[src/rtl/sram_wo_ctrl.sv]
`timescale 1ns/1ps
// Write-once SRAM controller with a two-requester round-robin arbiter.
// After reset the array is zero-filled, then requests are accepted one per
// cycle. A per-word lock bitmap rejects every write after the first
// effective one, until lock_clear_i rearms all words.
module sram_wo_ctrl #(
   parameter int unsigned DATA_WIDTH = 64,
   parameter int unsigned NUM_WORDS  = 1024,
   parameter int unsigned ADDR_WIDTH = $clog2(NUM_WORDS)
) (
   input  logic                             clk_i,
   input  logic                             rst_i,
   input  logic                             lock_clear_i,
   output logic                             init_done_o,
   input  logic [1:0]                       rq_req_i,
   input  logic [1:0]                       rq_we_i,
   input  logic [1:0][ADDR_WIDTH-1:0]       rq_addr_i,
   input  logic [1:0][DATA_WIDTH-1:0]       rq_wdata_i,
   input  logic [1:0][DATA_WIDTH-1:0]       rq_be_i,
   output logic [1:0]                       rq_gnt_o,
   output logic [1:0]                       rq_rvalid_o,
   output logic [1:0][DATA_WIDTH-1:0]       rq_rdata_o,
   output logic [1:0]                       rq_err_o,
   output logic                             sram_req_o,
   output logic                             sram_we_o,
   output logic [ADDR_WIDTH-1:0]            sram_addr_o,
   output logic [DATA_WIDTH-1:0]            sram_wdata_o,
   output logic [DATA_WIDTH-1:0]            sram_be_o,
   input  logic [DATA_WIDTH-1:0]            sram_rdata_i
);

   typedef enum logic [0:0] {StInit, StRun} state_e;

   state_e                  state_q, state_d;
   logic [ADDR_WIDTH-1:0]   init_cnt_q, init_cnt_d;
   logic [NUM_WORDS-1:0]    lock_q, lock_d;
   logic                    rr_q, rr_d;

   // Stage 1: registered SRAM command plus response bookkeeping.
   logic                    s1_valid_q, s1_port_q, s1_err_q, s1_rd_q, s1_issue_q, s1_we_q;
   logic [ADDR_WIDTH-1:0]   s1_addr_q;
   logic [DATA_WIDTH-1:0]   s1_wdata_q, s1_be_q;

   // Stage 2: response presented to the requester.
   logic                    s2_valid_q, s2_port_q, s2_err_q, s2_rd_q;

   logic                    sel, accept, lock_hit, be_zero, wr_err, issue;
   logic                    sel_we;
   logic [ADDR_WIDTH-1:0]   sel_addr;
   logic [DATA_WIDTH-1:0]   sel_wdata, sel_be;
   logic [1:0]              gnt;

   assign sel_we    = rq_we_i[sel];
   assign sel_addr  = rq_addr_i[sel];
   assign sel_wdata = rq_wdata_i[sel];
   assign sel_be    = rq_be_i[sel];
   assign accept    = |gnt;
   assign be_zero   = (sel_be == '0);
   // The stage-1 compare covers a write still in flight to the same word.
   assign lock_hit  = lock_q[sel_addr] || (s1_issue_q && s1_we_q && (s1_addr_q == sel_addr));
   assign wr_err    = accept && sel_we && !be_zero && lock_hit;
   assign issue     = accept && !(sel_we && (be_zero || lock_hit));

   // Round-robin arbitration; pointer only moves when both requesters compete.
   always_comb begin
      sel  = 1'b0;
      gnt  = '0;
      rr_d = rr_q;
      if (!rst_i && state_q == StRun) begin
         if (&rq_req_i) begin
            sel  = rr_q;
            rr_d = ~rr_q;
         end else if (rq_req_i[1]) begin
            sel = 1'b1;
         end
         gnt[sel] = |rq_req_i;
      end
   end

   // Init sweep counter and INIT -> RUN transition.
   always_comb begin
      state_d    = state_q;
      init_cnt_d = init_cnt_q;
      if (state_q == StInit) begin
         init_cnt_d = init_cnt_q + 1'b1;
         if (init_cnt_q == ADDR_WIDTH'(NUM_WORDS - 1)) begin
            state_d = StRun;
         end
      end
   end

   // Lock bitmap next state: clear first, then the accepted write locks its word.
   always_comb begin
      lock_d = lock_q;
      if (state_q == StRun && lock_clear_i) begin
         lock_d = '0;
      end
      if (issue && sel_we) begin
         lock_d[sel_addr] = 1'b1;
      end
   end

   // Control state registers.
   always_ff @(posedge clk_i) begin
      if (rst_i) begin
         state_q    <= StInit;
         init_cnt_q <= '0;
         lock_q     <= '0;
         rr_q       <= 1'b0;
      end else begin
         state_q    <= state_d;
         init_cnt_q <= init_cnt_d;
         lock_q     <= lock_d;
         rr_q       <= rr_d;
      end
   end

   // Two-stage request pipeline; it never stalls.
   always_ff @(posedge clk_i) begin
      if (rst_i) begin
         s1_valid_q <= 1'b0;
         s1_port_q  <= 1'b0;
         s1_err_q   <= 1'b0;
         s1_rd_q    <= 1'b0;
         s1_issue_q <= 1'b0;
         s1_we_q    <= 1'b0;
         s1_addr_q  <= '0;
         s1_wdata_q <= '0;
         s1_be_q    <= '0;
         s2_valid_q <= 1'b0;
         s2_port_q  <= 1'b0;
         s2_err_q   <= 1'b0;
         s2_rd_q    <= 1'b0;
      end else begin
         s1_valid_q <= accept;
         s1_port_q  <= sel;
         s1_err_q   <= wr_err;
         s1_rd_q    <= accept && !sel_we;
         s1_issue_q <= issue;
         s1_we_q    <= sel_we;
         s1_addr_q  <= sel_addr;
         s1_wdata_q <= sel_wdata;
         s1_be_q    <= sel_be;
         s2_valid_q <= s1_valid_q;
         s2_port_q  <= s1_port_q;
         s2_err_q   <= s1_err_q;
         s2_rd_q    <= s1_rd_q;
      end
   end

   // Output drive; everything is held at zero while reset is asserted.
   always_comb begin
      rq_gnt_o     = gnt;
      rq_rvalid_o  = '0;
      rq_rdata_o   = '0;
      rq_err_o     = '0;
      init_done_o  = 1'b0;
      sram_req_o   = 1'b0;
      sram_we_o    = 1'b0;
      sram_addr_o  = '0;
      sram_wdata_o = '0;
      sram_be_o    = '0;
      if (!rst_i) begin
         if (state_q == StInit) begin
            sram_req_o  = 1'b1;
            sram_we_o   = 1'b1;
            sram_addr_o = init_cnt_q;
            sram_be_o   = '1;
         end else begin
            init_done_o = 1'b1;
            if (s1_issue_q) begin
               sram_req_o   = 1'b1;
               sram_we_o    = s1_we_q;
               sram_addr_o  = s1_addr_q;
               sram_wdata_o = s1_wdata_q;
               sram_be_o    = s1_be_q;
            end
         end
         rq_rvalid_o[s2_port_q] = s2_valid_q;
         rq_err_o[s2_port_q]    = s2_valid_q && s2_err_q;
         rq_rdata_o[s2_port_q]  = (s2_valid_q && s2_rd_q) ? sram_rdata_i : '0;
      end
   end

endmodule
[config.mk]
export PLATFORM = sky130hd
export DESIGN_NAME = sram_wo_ctrl
export DESIGN_NICKNAME = d
export VERILOG_FILES = /design/src/rtl/sram_wo_ctrl.sv
export SDC_FILE = /design/constraint.sdc
export NUM_CORES = 2
export LEC_CHECK = 0
export BUFFER_PORTS_ARGS = -buffer_cell sky130_fd_sc_hd__buf_4
export CAP_MARGIN = 40
export CORE_AREA = 5 5 298 300
export DETAILED_ROUTE_END_ITERATION = 16
export DIE_AREA = 0 0 303 305
export PLACE_DENSITY = 0.84
export SLEW_MARGIN = 20
export SYNTH_ARGS = -nofsm -noshare
export SYNTH_HDL_FRONTEND = slang
export SYNTH_SLANG_ARGS = --single-unit
[constraint.sdc]
create_clock -name clk_i -period 5.29 [get_ports clk_i]
set_input_delay 1.058 -clock clk_i [delete_from_list [all_inputs] [get_ports clk_i]]
set_output_delay 1.058 -clock clk_i [all_outputs]
set_load 0.01 [all_outputs]
==> impl_metrics.py <==
metrics = {
    "power": {
        "leakage_nw": 23.2,
        "vdd_drop_max_v": 0.000292,
        "pwr_density_cell_mw_per_mm2": 310,
    },
    "global_routing": {
        "grt_pass1_wl_um": 317000,
        "grt-ovfl-total": 0,
        "grt_usage": 0.455,
        "grt_max_degree": 150,
        "grt_pass1_vias": 48286,
        "antenna_found_initial": 32,
    },
    "sta": {
        "hold_viol": 0,
        "min_period_over_period": 0.973,
        "setup_tns_ns": 0,
        "tightest_slew_ns": 0.943,
        "fin_worst_skew_ns": 0.0691,
        "timing.final.ws_setup_ns": 0.145,
        "fmax_mhz": 194,
        "rsz0062_at_grt": "false",
        "slew_viol_final": 0,
        "setup_viol": 0,
        "period_minus_slack_ns": 5.15,
        "slew_headroom": 0.368,
    },
    "setup_path": {
        "crit_path_start_kind": "input port",
        "critPathArrivalTime_ns": 5.76,
        "crit_type": "in2reg",
        "path_cells": "buf_4, and3b_2, buf_4, and3_2, buf_4, o21ai_0, a21oi_1, a2111oi_0, a41oi_1, nor4_2, buf_4, a21oi_1, a2111oi_4, buf_12, nand4_1, buf_4, o21ai_0",
        "cp.required_ns": 5.91,
        "crit_buf_inv": 6,
        "cpPeakStageDelay_ns": 0.64,
        "crit_fanout": 31,
        "crit_path_frequent_cell": "buf_4",
        "end_kind": "flip-flop",
        "critPathTopFamily": "compound AO/OA/AOI/OAI gates",
        "r2r_start": "rr_q",
        "slowest_stage": "a2111oi_0",
        "critPathLaunch": "rq_req_i[1]",
    },
    "place": {
        "place.gp.congestion": 1.09,
        "io_buffers": 621,
        "hpwl_um": 151000,
        "placed_cells": 7781,
        "pre_cts_slack_ns": -0.355,
    },
    "clock_network": {
        "clk_path_buf_depth": 3,
        "cts_buffers": 116,
        "htreeDepth": 3,
        "cts-root-buf": "clkbuf_16",
        "cts_tree": "built",
        "numClockSinks": 1184,
        "post_cts_buffers": 0,
        "cts_hold_buf": 0,
        "path_clk_slew_ns": 0.06,
        "clock_latency_ns": 0.75,
    },
    "synth": {
        "ys_ff_latch": 1184,
        "synth_edf_count": 0,
        "synth.distinct_cells": 81,
        "synthArstFlopShare": 0,
        "netlist_top_cells_area": "dfxtp_1 (48%), nand2_1 (11%), o21ai_0 (6.6%)",
        "synthFlopType": "dfxtp_1",
        "synth_top_area_share": 0.480,
        "yosys_warnings": 0,
        "synth_area_mm2": 0.0494,
        "yosysSeqAreaShare": 0.480,
        "synth_area_leader_cell": "dfxtp_1",
        "synth.avg_cell_area_um2": 7.98,
        "synth_cells": 6186,
        "syn_nets": 6534,
    },
    "die": {
        "start_util": 0.575,
        "core-area_mm2": 0.0859,
        "die_w_um": 303,
        "rows": 108,
        "die_area_mm2": 0.0924,
        "io_pins": 622,
        "die_h_um": 305,
    },
    "layout": {
        "final_common_cell": "nand2_1",
        "fin_cells": 8025,
        "n_fill_cell": 6556,
        "nets": 7099,
        "final_util": 0.717,
        "area_growth_syn_to_layout_pct": 24.8,
        "drive_above_1_share": 0.196,
        "final_cell_mix": "nand2_1 (1457), dfxtp_1 (1182), buf_4 (947)",
    },
    "run": {
        "drv_cap": 0,
    },
    "detailed_routing": {
        "wl_per_cell_um": 27.6,
        "drt_iter0_drc": 8634,
        "drc": 0,
        "vias": 52233,
        "ant_nets": 0,
        "drt_pass1_iterations": 9,
        "drt_wl_total_um": 222000,
        "via_per_inst": 6.51,
    },
    "worst_hold_path": {
        "hold_class": "reg2reg",
        "min-delay-start": "s1_valid_q",
    },
    "run_status": {
        "status": "finished, final reports clean",
    },
}
## state kept, by name, indices dropped and copies added (netlist names)
register,flops
s1_valid_q,1
s2_rd_q,1
s1_err_q,1
s2_port_q,1
init_cnt_q,10
rr_q,1
lock_q,1024
s1_issue_q,1
s2_err_q,1
s1_be_q,64
s1_port_q,1
s1_we_q,1
s1_rd_q,1
state_q,1
s1_addr_q,10
s1_wdata_q,64
s2_valid_q,1
## routing by layer
| layer | part of all wire | vias up | GRT usage |
|---|---|---|---|
| li1 | - | 22554 | - |
| met1 | 0.35 | 24337 | 0.572 |
| met2 | 0.40 | 4298 | 0.625 |
| met3 | 0.16 | 1034 | 0.172 |
| met4 | 0.093 | 10 | 0.348 |
| met5 | 0.00036 | - | 0.00423 |
## kinds of logic after synthesis
group / synth area share
simple gates: 0.193
compound gates: 0.212
flops: 0.480
buf+inv: 0.0523
mux: 0.0595
xor+xnor: 0.00301
fa+ha+maj: 0.000253
## area by class of cell
cell class	instances	area, um2	area share
diodes	23	57.6	0.000934
clock buffers	161	3340	0.0542
clock inverters	53	751	0.0122
inverters	81	307	0.00497
multi-input cells	4337	23300	0.378
flip-flops and latches	1184	23700	0.385
well taps	1155	1450	0.0234
repair buffers	1031	8710	0.141
## synth_stat cells, drive strengths merged (3+ instances only)
library cell,instances
nor3,26
nor2b,17
nor2,74
a21o,13
a21boi,4
o2111ai,6
o211ai,3
o22a,4
nand2b,45
inv,81
and3,76
o21ai,1194
nor3b,5
dfxtp,1184
nor4,115
a31oi,19
or4,7
and2,131
mux4,16
a311o,3
or3,7
nand2,1459
a211oi,42
xnor2,12
nand3,112
nand4,49
xor2,5
o21a,24
a2111oi,27
a311oi,13
buf,93
nand3b,4
a41oi,21
or2,11
mux2i,225
o22ai,115
mux2,29
clkbuf,491
a21oi,345
and4,4
a22oi,41
## final timing paths
path	end	slack, ns	cells after the start
setup reg to reg	lock_q[378]	0.29	16
hold reg to reg	s2_valid_q	0.44	1
setup / recovery	lock_q[378]	0.14	17
hold / removal	s2_valid_q	0.44	1
## power breakdown
group | leakage, nW | total (mW) | internal, mW | switching [mW]
registers | 9.57 | 8.99 | 8.97 | 0.0220
clock network | 1.99 | 8.86 | 5.15 | 3.71
logic | 11.6 | 1.28 | 0.464 | 0.814
## per-stage QoR
step / power [mW] / cell area (um2) / hold WS (ns)
4_1_cts: 19.0 / 61500 / 0.439
3_5_place_dp: 10.4 / 57400 / 0.425
5_1_grt: 19.5 / 61600 / 0.453
6_report: 19.1 / 61600 / 0.443
2_1_floorplan: 9.69 / 49400 / 0.414
3_3_place_gp: 10.4 / 57300 / 0.415
## worst register-to-register path: stages (launching register included)
cell and delay (ns):
dfxtp_1 0.37, nor2b_4 0.30, buf_12 0.24, nor4_2 0.13, buf_2 0.22, buf_4 0.19, o21ai_0 0.26, a41oi_1 0.17
or4_1 0.59, nor4_1 0.38, o22ai_1 0.23, or4_1 0.67, o311ai_4 0.16, buf_12 0.25, nand4_1 0.23, buf_4 0.33
o21ai_0 0.22
## what timing repair did
| item | 4_1_cts | 5_1_grt |
|---|---|---|
| hold endpoints to repair | 0 | 0 |
| setup endpoints to repair | 0 | 123 |
| resized for setup | 0 | 1 |
(Power assumes the default switching activity.)
